===== src/rtl/gen_sensores_pkg.sv =====
// Shared types and constants for the two-sensor car-passage waveform generator:
// FSM states, {a,b} phase codes, direction constants and the phase-code lookup.
package gen_sensores_pkg;

    typedef enum logic [2:0] {
        IDLE = 3'd0,
        PH1  = 3'd1,
        PH2  = 3'd2,
        PH3  = 3'd3,
        PH4  = 3'd4
    } state_t;

    localparam logic [1:0] CODE_A    = 2'b10;
    localparam logic [1:0] CODE_AB   = 2'b11;
    localparam logic [1:0] CODE_B    = 2'b01;
    localparam logic [1:0] CODE_NONE = 2'b00;

    localparam logic DIR_ENTRY = 1'b0;
    localparam logic DIR_EXIT  = 1'b1;

    // A retreat repeats the first sensor in PH3 instead of the opposite one.
    function automatic logic [1:0] phase_code(input state_t st, input logic dir,
                                              input logic retreat);
        logic [1:0] first_code;
        logic [1:0] third_code;
        first_code = (dir == DIR_EXIT) ? CODE_B : CODE_A;
        third_code = retreat ? first_code : ((dir == DIR_EXIT) ? CODE_A : CODE_B);
        case (st)
            PH1:     return first_code;
            PH2:     return CODE_AB;
            PH3:     return third_code;
            default: return CODE_NONE;
        endcase
    endfunction

endpackage


===== src/rtl/generador_secuencia_sensores_temporizador_fase.sv =====
// Phase timer: loadable down-counter that holds at zero and flags terminal count.
module temporizador_fase #(
    parameter int CNT_W = 18
) (
    input  logic             clk,
    input  logic             rst,
    input  logic             load,
    input  logic             en,
    input  logic [CNT_W-1:0] load_val,
    output logic [CNT_W-1:0] count,
    output logic             tc
);

    always_ff @(posedge clk) begin
        if (rst) begin
            count <= '0;
        end else if (load) begin
            count <= load_val;
        end else if (en && (count != '0)) begin
            count <= count - CNT_W'(1);
        end
    end

    assign tc = (count == '0);

endmodule


===== src/rtl/generador_secuencia_sensores.sv =====
// Encodes entry/exit (full or retreat) commands into timed {a,b} sensor waveforms.
// Define SENSOR_ACTIVE_LOW_EN to drive a/b inverted (idle/reset level 1).
//
// Handshake: a command is taken on a posedge where cmd_valid && cmd_ready; cmd_ready
// is high only while idle, so cmd_valid during a sequence is ignored, not queued.
module generador_secuencia_sensores
    import gen_sensores_pkg::*;
#(
    parameter int PHASE_CYCLES = 240000,
    parameter int CNT_W        = $clog2(PHASE_CYCLES)
) (
    input  logic   clk,
    input  logic   rst,
    input  logic   cmd_valid,
    input  logic   cmd_dir,
    input  logic   cmd_retreat,
    output logic   cmd_ready,
    output logic   a,
    output logic   b,
    output logic   busy,
    output logic   done,
    output state_t dbg_state
);

`ifdef SENSOR_ACTIVE_LOW_EN
    localparam logic [1:0] OUT_INV = 2'b11;
`else
    localparam logic [1:0] OUT_INV = 2'b00;
`endif

    localparam logic [CNT_W-1:0] LOAD_VAL = CNT_W'(PHASE_CYCLES - 1);
    localparam logic [CNT_W-1:0] ONE      = CNT_W'(1);

    state_t           state;
    state_t           next_phase;
    logic             dir_q;
    logic             ret_q;
    logic [1:0]       ab_q;
    logic             accept;
    logic             timer_load;
    logic [CNT_W-1:0] timer_cnt;
    logic             timer_tc;

    assign accept = cmd_valid && cmd_ready;

    always_comb begin
        next_phase = IDLE;
        timer_load = 1'b0;
        case (state)
            IDLE: timer_load = accept;
            PH1: begin next_phase = PH2; timer_load = timer_tc; end
            PH2: begin next_phase = PH3; timer_load = timer_tc; end
            PH3: begin next_phase = PH4; timer_load = timer_tc; end
            default: next_phase = IDLE;
        endcase
    end

    temporizador_fase #(.CNT_W(CNT_W)) u_timer (
        .clk      (clk),
        .rst      (rst),
        .load     (timer_load),
        .en       (busy),
        .load_val (LOAD_VAL),
        .count    (timer_cnt),
        .tc       (timer_tc)
    );

    always_ff @(posedge clk) begin
        if (rst) begin
            state     <= IDLE;
            dir_q     <= 1'b0;
            ret_q     <= 1'b0;
            ab_q      <= CODE_NONE ^ OUT_INV;
            busy      <= 1'b0;
            done      <= 1'b0;
            cmd_ready <= 1'b1;
        end else begin
            done <= 1'b0;
            case (state)
                IDLE: begin
                    if (accept) begin
                        state     <= PH1;
                        dir_q     <= cmd_dir;
                        ret_q     <= cmd_retreat;
                        ab_q      <= phase_code(PH1, cmd_dir, cmd_retreat) ^ OUT_INV;
                        busy      <= 1'b1;
                        cmd_ready <= 1'b0;
                    end
                end
                PH1, PH2, PH3: begin
                    if (timer_tc) begin
                        state <= next_phase;
                        ab_q  <= phase_code(next_phase, dir_q, ret_q) ^ OUT_INV;
                    end
                end
                PH4: begin
                    // done is registered one cycle early so it lands on the last PH4 cycle.
                    if (timer_tc) begin
                        state     <= IDLE;
                        busy      <= 1'b0;
                        cmd_ready <= 1'b1;
                    end else begin
                        done <= (timer_cnt == ONE);
                    end
                end
                default: state <= IDLE;
            endcase
        end
    end

    assign a         = ab_q[1];
    assign b         = ab_q[0];
    assign dbg_state = state;

endmodule


===== config.mk =====
export PLATFORM = sky130hd
export DESIGN_NAME = generador_secuencia_sensores
export DESIGN_NICKNAME = d
export VERILOG_FILES = /design/src/rtl/gen_sensores_pkg.sv /design/src/rtl/generador_secuencia_sensores_temporizador_fase.sv /design/src/rtl/generador_secuencia_sensores.sv
export SDC_FILE = /design/constraint.sdc
export NUM_CORES = 1
export LEC_CHECK = 0
export ABC_AREA = 1
export ABC_CLOCK_PERIOD_IN_PS = 2200
export CAP_MARGIN = 20
export CORE_UTILIZATION = 50
export CTS_CLUSTER_SIZE = 10
export DETAILED_ROUTE_END_ITERATION = 8
export PLACE_DENSITY = 0.7
export SETUP_SLACK_MARGIN = 0.5
export SLEW_MARGIN = 10
export SYNTH_ARGS = -nofsm -noshare
export SYNTH_HDL_FRONTEND = slang
export SYNTH_SLANG_ARGS = --single-unit

===== constraint.sdc =====
create_clock -name clk -period 2.2 [get_ports clk]
set_input_delay 0.44 -clock clk [delete_from_list [all_inputs] [get_ports clk]]
set_output_delay 0.44 -clock clk [all_outputs]
set_load 0.03 [all_outputs]

---- Word level (Yosys, flattened, before mapping) ----
Index checks and enable logic that the tools add are counted.
Widths: inputs -> output; s select.
storage, ports and cells
  flip-flop bits (word level) ............. 28
  bits of input ports ..................... 5
  output and inout port bits .............. 8
  word-level logic and storage cells ...... 59
operators by class
  $add $sub $neg .......................... 1
  equality and inequality tests ........... 11
  multiplexer cells ....................... 22
  bitwise operators ....................... 1
  reduce and logical (&&, ||, !) cells .... 15
operators with widths
  kind                   number
  $mux 18                2
  $eq 18x1->1 const B    1
  $logic_not 18->1       1
  $pmux 3 s3             2
  $reduce_bool 18->1     1
  $sub 18x1->18 const B  1
  $eq 3x2->1 const B     4
  $mux 2                 6
  $mux 3                 3
  $reduce_and 3->1       3
  $eq 3x1->1 const B     2
  $pmux 1 s2             3
  $pmux 2 s3             1
  $reduce_bool 2->1      3
  $reduce_or 3->1        2
  $mux 1                 4
  $ne 2x2->1 const B     2
  $pmux 2 s2             1
  $eq 3x3->1 const B     1
  $logic_not 3->1        1
  $logic_and 1x1->1      2
  $ne 2x1->1 const B     1
  $reduce_and 2->1       1
  $reduce_or 2->1        1
  $not 1->1              1

---- Depth between registers and ports, before layout ----
Gate-level depths: netlist of the first run.
  depth after elaboration ................. 6
  mapped depth ............................ 12
  gate-level depth less buffers ........... 11

---- Modules after synthesis ----
A second synthesis of the first run with hierarchy kept.
unflattened totals
  cell total of the unflattened synthesis .. 305
  area, all modules ....................... 1896.8 µm²
modules (own cells, without submodules)
  module                        instances  cells an instance  area each (µm²)  seq. area each (µm²)
  temporizador_fase             1          219                1317.5           360.3
  generador_secuencia_sensores  1          86                 579.3            200.2

---- Worst setup path before layout of the first run ----
Ideal clock, no wire load.
  kind .................................... register -> register
  start point ............................. reg state[0], in the netlist dbg_state[0]
  end point ............................... reg u_timer.count[15]
  setup time .............................. 0.132 ns
  arrival ................................. 1.405 ns
  required time ........................... 2.068 ns
  path slack .............................. 0.663 ns
  stages on the path, launching flop included .. 11
  buffers on the path ..................... 1
  clock period less this slack ............ 1.537 ns
  cells stage by stage .................... dfxtp_1 -> inv_1 -> nand2_1 -> nand2_1 -> inv_1 -> nand3_4 -> nand2_4 -> inv_2 -> buf_6 -> nand3_1 -> a21oi_1
between the ends
  longest elaborated chain between the ends .. 4
  elaborated cells between the ends (all ways) .. 8
  those cells by class .................... eq/ne: 3; mux: 2; reduce/logical: 3
RTL lines
  what                                                 RTL line                                              source
  from (decl)                                          generador_secuencia_sensores.sv:34                    state_t state;
  from (signal assigned)                               generador_secuencia_sensores.sv:92                    state <= next_phase;
  $eq 3x1->1 / $eq 3x2->1 (equally long branches)      generador_secuencia_sensores.sv:49                    case (state)
  $reduce_or 3->1 (no source line)                     --
  $pmux 1 s2 (*)                                       generador_secuencia_sensores.sv:49
  $mux 18 / $reduce_bool 2->1 (equally long branches)  --
  to (signal assigned)                                 generador_secuencia_sensores_temporizador_fase.sv:18  count <= load_val;
  to (signal assigned)                                 generador_secuencia_sensores_temporizador_fase.sv:20  count <= count - CNT_W'(1);
  to (decl)                                            generador_secuencia_sensores_temporizador_fase.sv:10  output logic [CNT_W-1:0] count,
Mark *: on every way between the ends. The rest lies on a longest branch, timed or not.
A chain may end at the register's enable or synchronous reset.

---- Final worst setup path of the first run ----
  start point ............................. reg busy
  end point ............................... out busy
RTL lines
  what                    RTL line                             source
  from (decl)             generador_secuencia_sensores.sv:20   output logic busy,
  from (signal assigned)  generador_secuencia_sensores.sv:74   busy <= 1'b0;
  from (signal assigned)  generador_secuencia_sensores.sv:86   busy <= 1'b1;
  from (signal assigned)  generador_secuencia_sensores.sv:100  busy <= 1'b0;
No word-level cell between the ends.

==> results of run 1 <==
## registers in the layout, summed over array words and instances, names as in the netlist
name	cells
done	1
ab_q	2
dbg_state	3
ret_q	1
cmd_ready	1
u_timer.count	18
busy	1
dir_q	1
## cells in the mapped netlist (all sizes together)
| cell | instances | area [µm²] |
|---|---|---|
| or2 | 1 | 6.26 |
| nand4 | 2 | 12.5 |
| o21ai | 7 | 38.8 |
| buf | 5 | 40.0 |
| nand2 | 77 | 312 |
| nand3b | 1 | 7.51 |
| xor2 | 4 | 35.0 |
| inv | 27 | 101 |
| a21boi | 1 | 11.3 |
| clkbuf | 1 | 3.75 |
| nor3 | 5 | 25.0 |
| nor2 | 46 | 228 |
| ha | 3 | 37.5 |
| nand3 | 27 | 175 |
| o211ai | 1 | 7.51 |
| dfxtp | 28 | 561 |
| a21oi | 18 | 90.1 |
| xnor2 | 3 | 26.3 |
## how the worst min path moves through the flow
stage | startpoint | endpoint | slack [ns] | depth (start not counted)
after floorplan | u_timer.count[14] | u_timer.count[14] | 0.46 | 2
after global placement | ab_q[0] | ab_q[0] | 0.46 | 2
after detailed placement | ab_q[0] | ab_q[0] | 0.46 | 2
after CTS | ab_q[0] | ab_q[0] | 0.48 | 2
after global routing | dir_q | dir_q | 0.51 | 2
final | ab_q[0] | ab_q[0] | 0.47 | 2
## layout by cell type (no fill, tap or decap), types with 2 or more instances in the layout
cell type	netlist	final
nor3_1	5	5
nor2_1	37	36
nand3_1	22	22
dfxtp_1	28	25
clkdlybuf4s15_1	0	2
nand2_2	3	3
ha_1	3	3
a21oi_1	18	18
inv_1	26	25
dlygate4sd2_1	0	6
nor2_4	1	2
xnor2_1	3	3
buf_4	1	2
nand2_4	2	2
nand3_4	2	2
dfxtp_2	0	3
clkdlybuf4s50_1	0	4
o21ai_0	5	5
xor2_1	4	4
nor2_2	6	6
nand4_1	2	2
nand2_1	72	71
nor2_8	2	2
clkbuf_4	0	3
nand3_2	3	3
## repair_timing
item                       4_1_cts  5_1_grt
setup endpoints to repair       24       20
buffers inserted                 0        0
resized for setup               12       10
## report_power, final
group	switching (mW)	leakage (nW)	internal, mW
registers	0.220	0.231	0.696
clock network	0.154	0.0210	0.101
logic	1.34	0.667	0.728
## area by class of cell
type,count,area (µm²),share of cell area
Tap cell,44,55.1,0.0284
Clock buffer,4,36.3,0.0187
Sequential cell,28,564,0.291
Multi-Input combinational cell,196,1040,0.537
Timing Repair Buffer,15,139,0.0715
Inverter,27,104,0.0535
## tightest hold or removal path: stages (launching register included)
cell and delay, ns:
dfxtp_1 0.34, nand2_1 0.06, a21oi_1 0.05
## cells by family after synthesis
kind of cell,share of synthesized area
DFF,0.326
AOI/OAI and AO/OA,0.0859
and+or+nand+nor,0.446
xor gates and xnor gates,0.0357
buffers and inverters,0.0845
adders and majority gates,0.0219
## stage by stage
stage	instances	setup slack, ns	instance area [µm²]	util
after floorplan	257	0.663	1720	-
after global placement	310	0.427	1870	0.594
after detailed placement	310	0.395	1870	0.594
after CTS	314	0.414	1920	0.610
after global routing	314	0.484	1940	0.616
final	314	0.564	1940	0.616
## metal layers
layer | global-route usage | vias up | wire [µm]
met5 | 0 | - | 0
met4 | 0.0390 | 0 | 41
met3 | 0.0384 | 4 | 96
met2 | 0.389 | 25 | 1710
met1 | 0.278 | 697 | 1710
li1 | - | 840 | -
==> metrics.cfg, run 1 <==
[outcome]
status=finished, final reports clean

[worst_setup_path]
crit_chain=clkdlybuf4s15_1
cp.depth=1
path_delay_family=flip-flops
cp.arrival_ns=1.20
worstPathRequired_ns=1.76
crit-reg2reg-launch=u_timer.count[0]
worstSetupPathType=register to output port
r2r-end=u_timer.count[8]
cp-startpoint=busy
end_kind=output port
cp_slowest_cell=dfxtp_2
worstRegToRegCells=11
rrSetupSlack_ns=0.65
startpoint_type=register
crit_path_end=busy
cp_max_fo=5
slowest_delay_ns=0.46
crit_buf_inv=1

[synth]
synth_cell_types=30
syn-cell-area_mm2=0.00172
syn_inst=257
syn-num-nets=265
ys_seq_area_frac=0.326
syn_area_per_cell_um2=6.68
ys_ff_latch=28
yosysWarnings=0

[sta]
period_needed_ns=1.64
worst_pin_slew_ns=0.315
rsz0062_at_grt=yes
max_slew_margin=0.791
hold_ws_ns=0.473
hold_viol=0
fmax_mhz=611
finalClockSkew_ns=0.00667
setup_tns_ns=0
slew_viol_final=0
period_share=0.743
setup_violations=0

[route]
drt-total-wl_um=3550
vias=1566
drc=0
drtAntennaViolNets=0
wl_per_cell_um=11.3
dr.pass1.iters=4
viasPerCell=4.99
first_iter_violations=126

[layout]
nets=279
fillers=331
antenna_cells=0
drive_gt1_frac=0.133
area_growth_pct=13.0

[clock_network]
htreeDepth=1
cts_root_buffer=clkbuf_4
clkTransAtPathRegs_ns=0.15
cts-buffers-inserted=3
cts_num_sinks=28
postCtsHoldBufs=0
clk_latency_ns=0.33
cts_max_path_buffers=2
cts_tree=built

[die]
rows=20
ioPinCount=13
core_mm2=0.00315
dieArea_mm2=0.00367
initial_utilization=0.545
die_h_um=60.6
die_w_um=60.6

[global_route]
antenna_found_initial=0
grt_overflow_total=0
grt_start_max_net_pins=22
grt_pass1_wl_um=5980
grt.total_usage=0.218
grt_pass1_vias=1344

[placed_design]
io_buffer_count=12
hpwl_um=2750
place_congestion=0.872

[pwr]
power_density_mw_per_mm2=1670
vdd_drop_max_v=0.000792
p_leak_nw=0.919
p_total_mw=3.24

[job]
cap_violations=0

[worst_hold_path]
holdCritPathClass=register to register

Power figures use the tool's default switching activity.
==> run 2, diff against run 1 <==
- ABC_CLOCK_PERIOD_IN_PS: 2200 -> 1700
- clock period: 2.2 -> 1.7 ns (I/O delays scaled with it)
==> run 2 against run 1 <==
Die area unchanged; global-route usage increased by 4.9 points; highest routed layer unchanged; first-iteration DRC count increased by 37%; via count increased by 14%; clock-buffer cell count decreased by 1; worst hold slack improved by 0.0093 ns; final cell count increased by 6.1%; utilization increased by 13 points; worst setup slack got worse by 0.41 ns; cell area increased by 21%; sequential share of layout area decreased by 3.8 points.
==> metrics.cfg, run 2 (synthesis gave the netlist of run 1 again) <==
[outcome]
status=finished, final reports clean

[global_route]
antenna_found_initial=0
grt_use_met2=0.432
grt.total_usage=0.268
grt_pass1_wl_um=7190
gr-usage-met3=0.0618
grt.busiest_layer=met2
grt_overflow_total=0
use_met1=0.354
grt_start_max_net_pins=17
grt_pass1_vias=1558

[route]
viasPerCell=5.38
drtAntennaViolNets=0
wl_per_cell_um=14.4
vias=1792
first_iter_violations=173
dr.pass1.iters=4
drc=0
drt-total-wl_um=4800

[clock_network]
cts_tree=built
cts_root_buffer=clkbuf_4
cts_num_sinks=28
cts-buffers-inserted=3
clkTransAtPathRegs_ns=0.16
clk_latency_ns=0.35
htreeDepth=1
cts_max_path_buffers=2

[worst_setup_path]
slowest_delay_ns=0.39
end_kind=register
worstSetupPathType=register to register
cp_slowest_cell=dfxtp_4
worstPathRequired_ns=1.98
cp.arrival_ns=1.82
cp_max_fo=10
crit_chain=inv_6 -> ha_4 -> nand3_4 -> nor2_8 -> nand2_8 -> nand2_4 -> nand3_1 -> a21oi_1
startpoint_type=register

[die]
dieArea_mm2=0.00367
ioPinCount=13
initial_utilization=0.545
die_w_um=60.6
rows=20
core_mm2=0.00315
die_h_um=60.6

[sta]
fin_ws_ns=0.152
worst_pin_slew_ns=0.370
setup_violations=0
max_slew_margin=0.753
period_needed_ns=1.55
fmax_mhz=646
hold_viol=0
period_share=0.910
slew_viol_final=0
setup_tns_ns=0
finalClockSkew_ns=0.0102
rsz0062_at_grt=yes

[pwr]
power_density_mw_per_mm2=2320
vdd_drop_max_v=0.00131
p_leak_nw=1.04

[layout]
final_cell_mix=66 x nand2_1, 31 x nor2_1, 21 x inv_1
design_area_mm2=0.00234
nets=298
largest_reg_flops=18
drive_gt1_frac=0.356
largest-register=u_timer.count
antenna_cells=0
final_common_cell=nand2_1
area_growth_pct=36.4

[worst_hold_path]
holdCritPathClass=register to register

[placed_design]
place_congestion=0.859
hpwl_um=2790
io_buffer_count=12
placed_area_mm2=0.00192
place_ws_ns=0.0678

[job]
cap_violations=0

-- run 2: changes by cell type in the layout (fill, tap and decap cells not counted), moves of 5 or more --
cell	delta
buf_4	+12
buf_6	+13
dfxtp_1	-14
dfxtp_2	+10
dlygate4sd2_1	-6
nand2_1	-5
nor2_1	-5
nor2_4	+5
-- run 2: power breakdown --
part / internal (mW) / switching (mW)
registers: 0.946 / 0.318
clock network: 0.239 / 0.214
logic: 1.44 / 2.27
total: 2.63 / 2.80
-- run 2: routing by layer --
| layer | up-vias | part of all wire |
|---|---|---|
| li1 | 881 | - |
| met1 | 840 | 0.42 |
| met2 | 57 | 0.49 |
| met3 | 14 | 0.059 |
| met4 | 0 | 0.025 |
| met5 | - | 0 |
-- run 2: metrics by stage --
step	hold WS, ns	total power, mW	util	instances
5_1_grt	0.499	5.78	0.743	333
4_1_cts	0.484	4.89	0.688	325
3_5_place_dp	0.462	3.93	0.609	312
6_report	0.482	5.43	0.743	333
2_1_floorplan	0.409	3.39	-	257
3_3_place_gp	0.465	3.91	0.609	312
-- run 2: repair_timing --
| item | 4_1_cts | 5_1_grt |
|---|---|---|
| resized for setup | 84 | 44 |
| hold buffers | 0 | 0 |
| setup endpoints to repair | 35 | 36 |
| cloned | 2 | 0 |
| pin swaps | 15 | 15 |
| setup buffers | 7 | 8 |
-- run 2: final cells by class --
class,instances,area (µm²)
clock buffer,3,22.5
clock inverter,1,30.0
fill,256,810
inverter,27,121
multi-input combinational,198,1220
sequential,28,592
tap,44,55.1
timing repair buffer,32,303
-- run 2: critical path, delay by kind of cell (launching register included) --
family,cells,cell delay [ns]
DFF,1,0.39
AOI/OAI and AO/OA,1,0.17
buffers and inverters,1,0.07
and+or+nand+nor,5,0.70
adders and majority gates,1,0.14
-- run 2: worst paths after layout --
| kind | startpoint | end | slack [ns] | cells after the start |
|---|---|---|---|---|
| hold reg to reg | ab_q[0] | ab_q[0] | 0.48 | 2 |
| hold / removal | ab_q[0] | ab_q[0] | 0.48 | 2 |
| setup reg to reg | u_timer.count[0] | u_timer.count[6] | 0.15 | 8 |
| setup / recovery | u_timer.count[0] | u_timer.count[6] | 0.15 | 8 |
==> run 3, diff against run 2 <==
- PLACE_DENSITY: 0.7 -> 0.69
- SYNTH_HIERARCHICAL: not set -> 1
==> run 3 against run 2 <==
The run now ends with setup timing left; critical endpoint is now u_timer/count[3]; utilization up 3.7 points; first-iteration DRC count increased by 17%; highest routed layer unchanged; via count rose by 29%; largest power group unchanged; non-clock buffer count rose by 46; critical path depth is 5 higher; die area grew 10%; clock-buffer cell count is 1 higher; maximum frequency is 22% lower; sequential power decreased by 13%; sequential share of layout area down 5.2 points; routed wire length increased by 28%.
==> metrics.cfg, run 3 <==
[outcome]
status=complete, but fails checks
violations=setup timing

[synth]
synth_area_leaders=dfxtp_1 30%, nand2_1 18%, nor2_1 7.7%
synth_ff_type=dfxtp_1
synth-edff-count=0
ys_seq_area_frac=0.296
syn_area_per_cell_um2=6.22
synth_cell_types=31
syn_inst=305
synth_most_common_cell=nand2_1
yosysWarnings=6
synth_top_area_frac=0.296
synth_commonest_cells=89 x nand2_1, 39 x nor2_1, 28 x dfxtp_1, 28 x inv_1, 24 x nand3_1
syn-cell-area_mm2=0.00190
synth-async-reset-ratio=0
ys_ff_latch=28
yosysTopAreaCell=dfxtp_1

[worst_setup_path]
worstSetupPathType=register to register
worstPathRequired_ns=1.88
rrSetupSlack_ns=-0.29
path_delay_family=buffers and inverters
cp_common_cell=buf_4
worstRegToRegCells=13
end_kind=register
crit_chain=inv_2 -> buf_4 -> buf_4 -> buf_4 -> buf_4 -> buf_4 -> buf_4 -> nand2_4 -> inv_1 -> o21ai_0 -> a21oi_1 -> a21boi_1 -> a21oi_1
slowest_delay_ns=0.35
cp_slowest_cell=dfxtp_2
r2r-end=u_timer/count[3]
cp.depth=13
cp.arrival_ns=2.17
crit-reg2reg-launch=u_timer/count[0]
cp_max_fo=4
crit_buf_inv=8
startpoint_type=register

[sta]
fmax_mhz=502
slew_viol_final=0
finalClockSkew_ns=0.00157
fin_ws_ns=-0.294
period_share=1.17
hold_viol=0
setup_tns_ns=-5.34
rsz0062_at_grt=yes
period_needed_ns=1.99
setup_violations=25
hold_ws_ns=0.492

[pwr]
vdd_drop_max_v=0.00116
p_total_mw=6.63
power_density_mw_per_mm2=2320
p_leak_nw=1.39

[route]
drtAntennaViolNets=0
first_iter_violations=203
drc=0
dr.pass1.iters=4
viasPerCell=5.18
drt-total-wl_um=6140
vias=2309
wl_per_cell_um=13.8

[die]
die_h_um=63.6
dieArea_mm2=0.00404
initial_utilization=0.518
ioPinCount=13
rows=22
core_mm2=0.00366
die_w_um=63.6

[worst_hold_path]
holdPathEnd=busy
holdPathStages=2
worstHoldStart=busy
holdCritPathClass=register to register

[clock_network]
cts_max_path_buffers=2
postCtsHoldBufs=0
cts_num_sinks=28
clk_latency_ns=0.28
cts_root_buffer=clkbuf_8
cts_tree=built
htreeDepth=1
clkTransAtPathRegs_ns=0.10
cts-buffers-inserted=3

[layout]
antenna_cells=0
fillers=264
largest_reg_flops=18
fin_util=0.780
area_growth_pct=50.6
design_area_mm2=0.00286
drive_gt1_frac=0.377
nets=405
largest-register=u_timer/count
final_cell_mix=80 x nand2_1, 59 x buf_4, 36 x nor2_1
final_common_cell=nand2_1

[global_route]
gr-usage-met3=0.0362
grt.total_usage=0.284
antenna_found_initial=0
grt.busiest_layer=met2
grt_start_max_net_pins=16
grt_pass1_vias=2020
use_met1=0.358
grt_use_met2=0.479
grt_pass1_wl_um=9030
grt_overflow_total=0

[placed_design]
hpwl_um=3810
placed_area_mm2=0.00248
io_buffer_count=12
place_congestion=0.876

[job]
cap_violations=0

## run 3: final cells by class
type	instances	area (µm²)	share of cell area
Tap cell	48	60.1	0.0210
Inverter	33	144	0.0504
Multi-Input combinational cell	255	1390	0.485
Sequential cell	28	572	0.200
Timing Repair Buffer	78	639	0.224
Clock buffer	4	55.1	0.0193
## run 3: metal layers
metal | vias up | share of wire
li1 | 1156 | -
met2 | 71 | 0.50
met1 | 1064 | 0.44
met3 | 18 | 0.038
met4 | 0 | 0.028
met5 | - | 0
## run 3: how the worst max path moves through the flow
stage                   endpoint              from
2_1_floorplan   u_timer/count[1]  u_timer/count[1]
3_3_place_gp    u_timer/count[3]  u_timer/count[0]
3_5_place_dp    u_timer/count[3]  u_timer/count[0]
4_1_cts        u_timer/count[13]  u_timer/count[0]
5_1_grt         u_timer/count[2]  u_timer/count[0]
6_report        u_timer/count[3]  u_timer/count[0]
## run 3: report_power, final
| part | switching, mW | internal (mW) | total (mW) |
|---|---|---|---|
| Sequential | 0.184 | 0.916 | 1.10 |
| Combinational | 2.86 | 2.23 | 5.09 |
| Clock | 0.231 | 0.208 | 0.440 |
## run 3: cell families (layout without fill, tap and decap cells)
group / Yosys count / after routing / synth area share
and+or+nand+nor: 185 / 186 / 0.460
muxes: 1 / 1 / 0.00528
other: 2 / 18 / 0.00396
AOI/OAI and AO/OA: 46 / 46 / 0.132
buffers and inverters: 39 / 115 / 0.0824
xor gates and xnor gates: 3 / 3 / 0.0139
adders and majority gates: 1 / 1 / 0.00660
DFF: 28 / 28 / 0.296
## run 3: per-stage QoR
step                      instances  worst slack, ns
after detailed placement        418           -0.196
after global routing            446           -0.440
final                           446           -0.294
after global placement          418           -0.154
after CTS                       435           -0.169
after floorplan                 321           -0.176
## run 3: repair_timing
action / CTS / global route
resized for setup: 71 / 33
endpoints found under the setup margin: 35 / 32
pin swaps: 12 / 7
buffers inserted: 13 / 10
cloned: 0 / 1
hold endpoints to repair: 0 / 0
## run 3: worst min-delay path, delay by kind of cell (launching register included)
family | cells | cell delay [ns]
AND/OR/NAND/NOR | 1 | 0.06
flip-flops | 1 | 0.35
AO/OA/AOI/OAI | 1 | 0.05
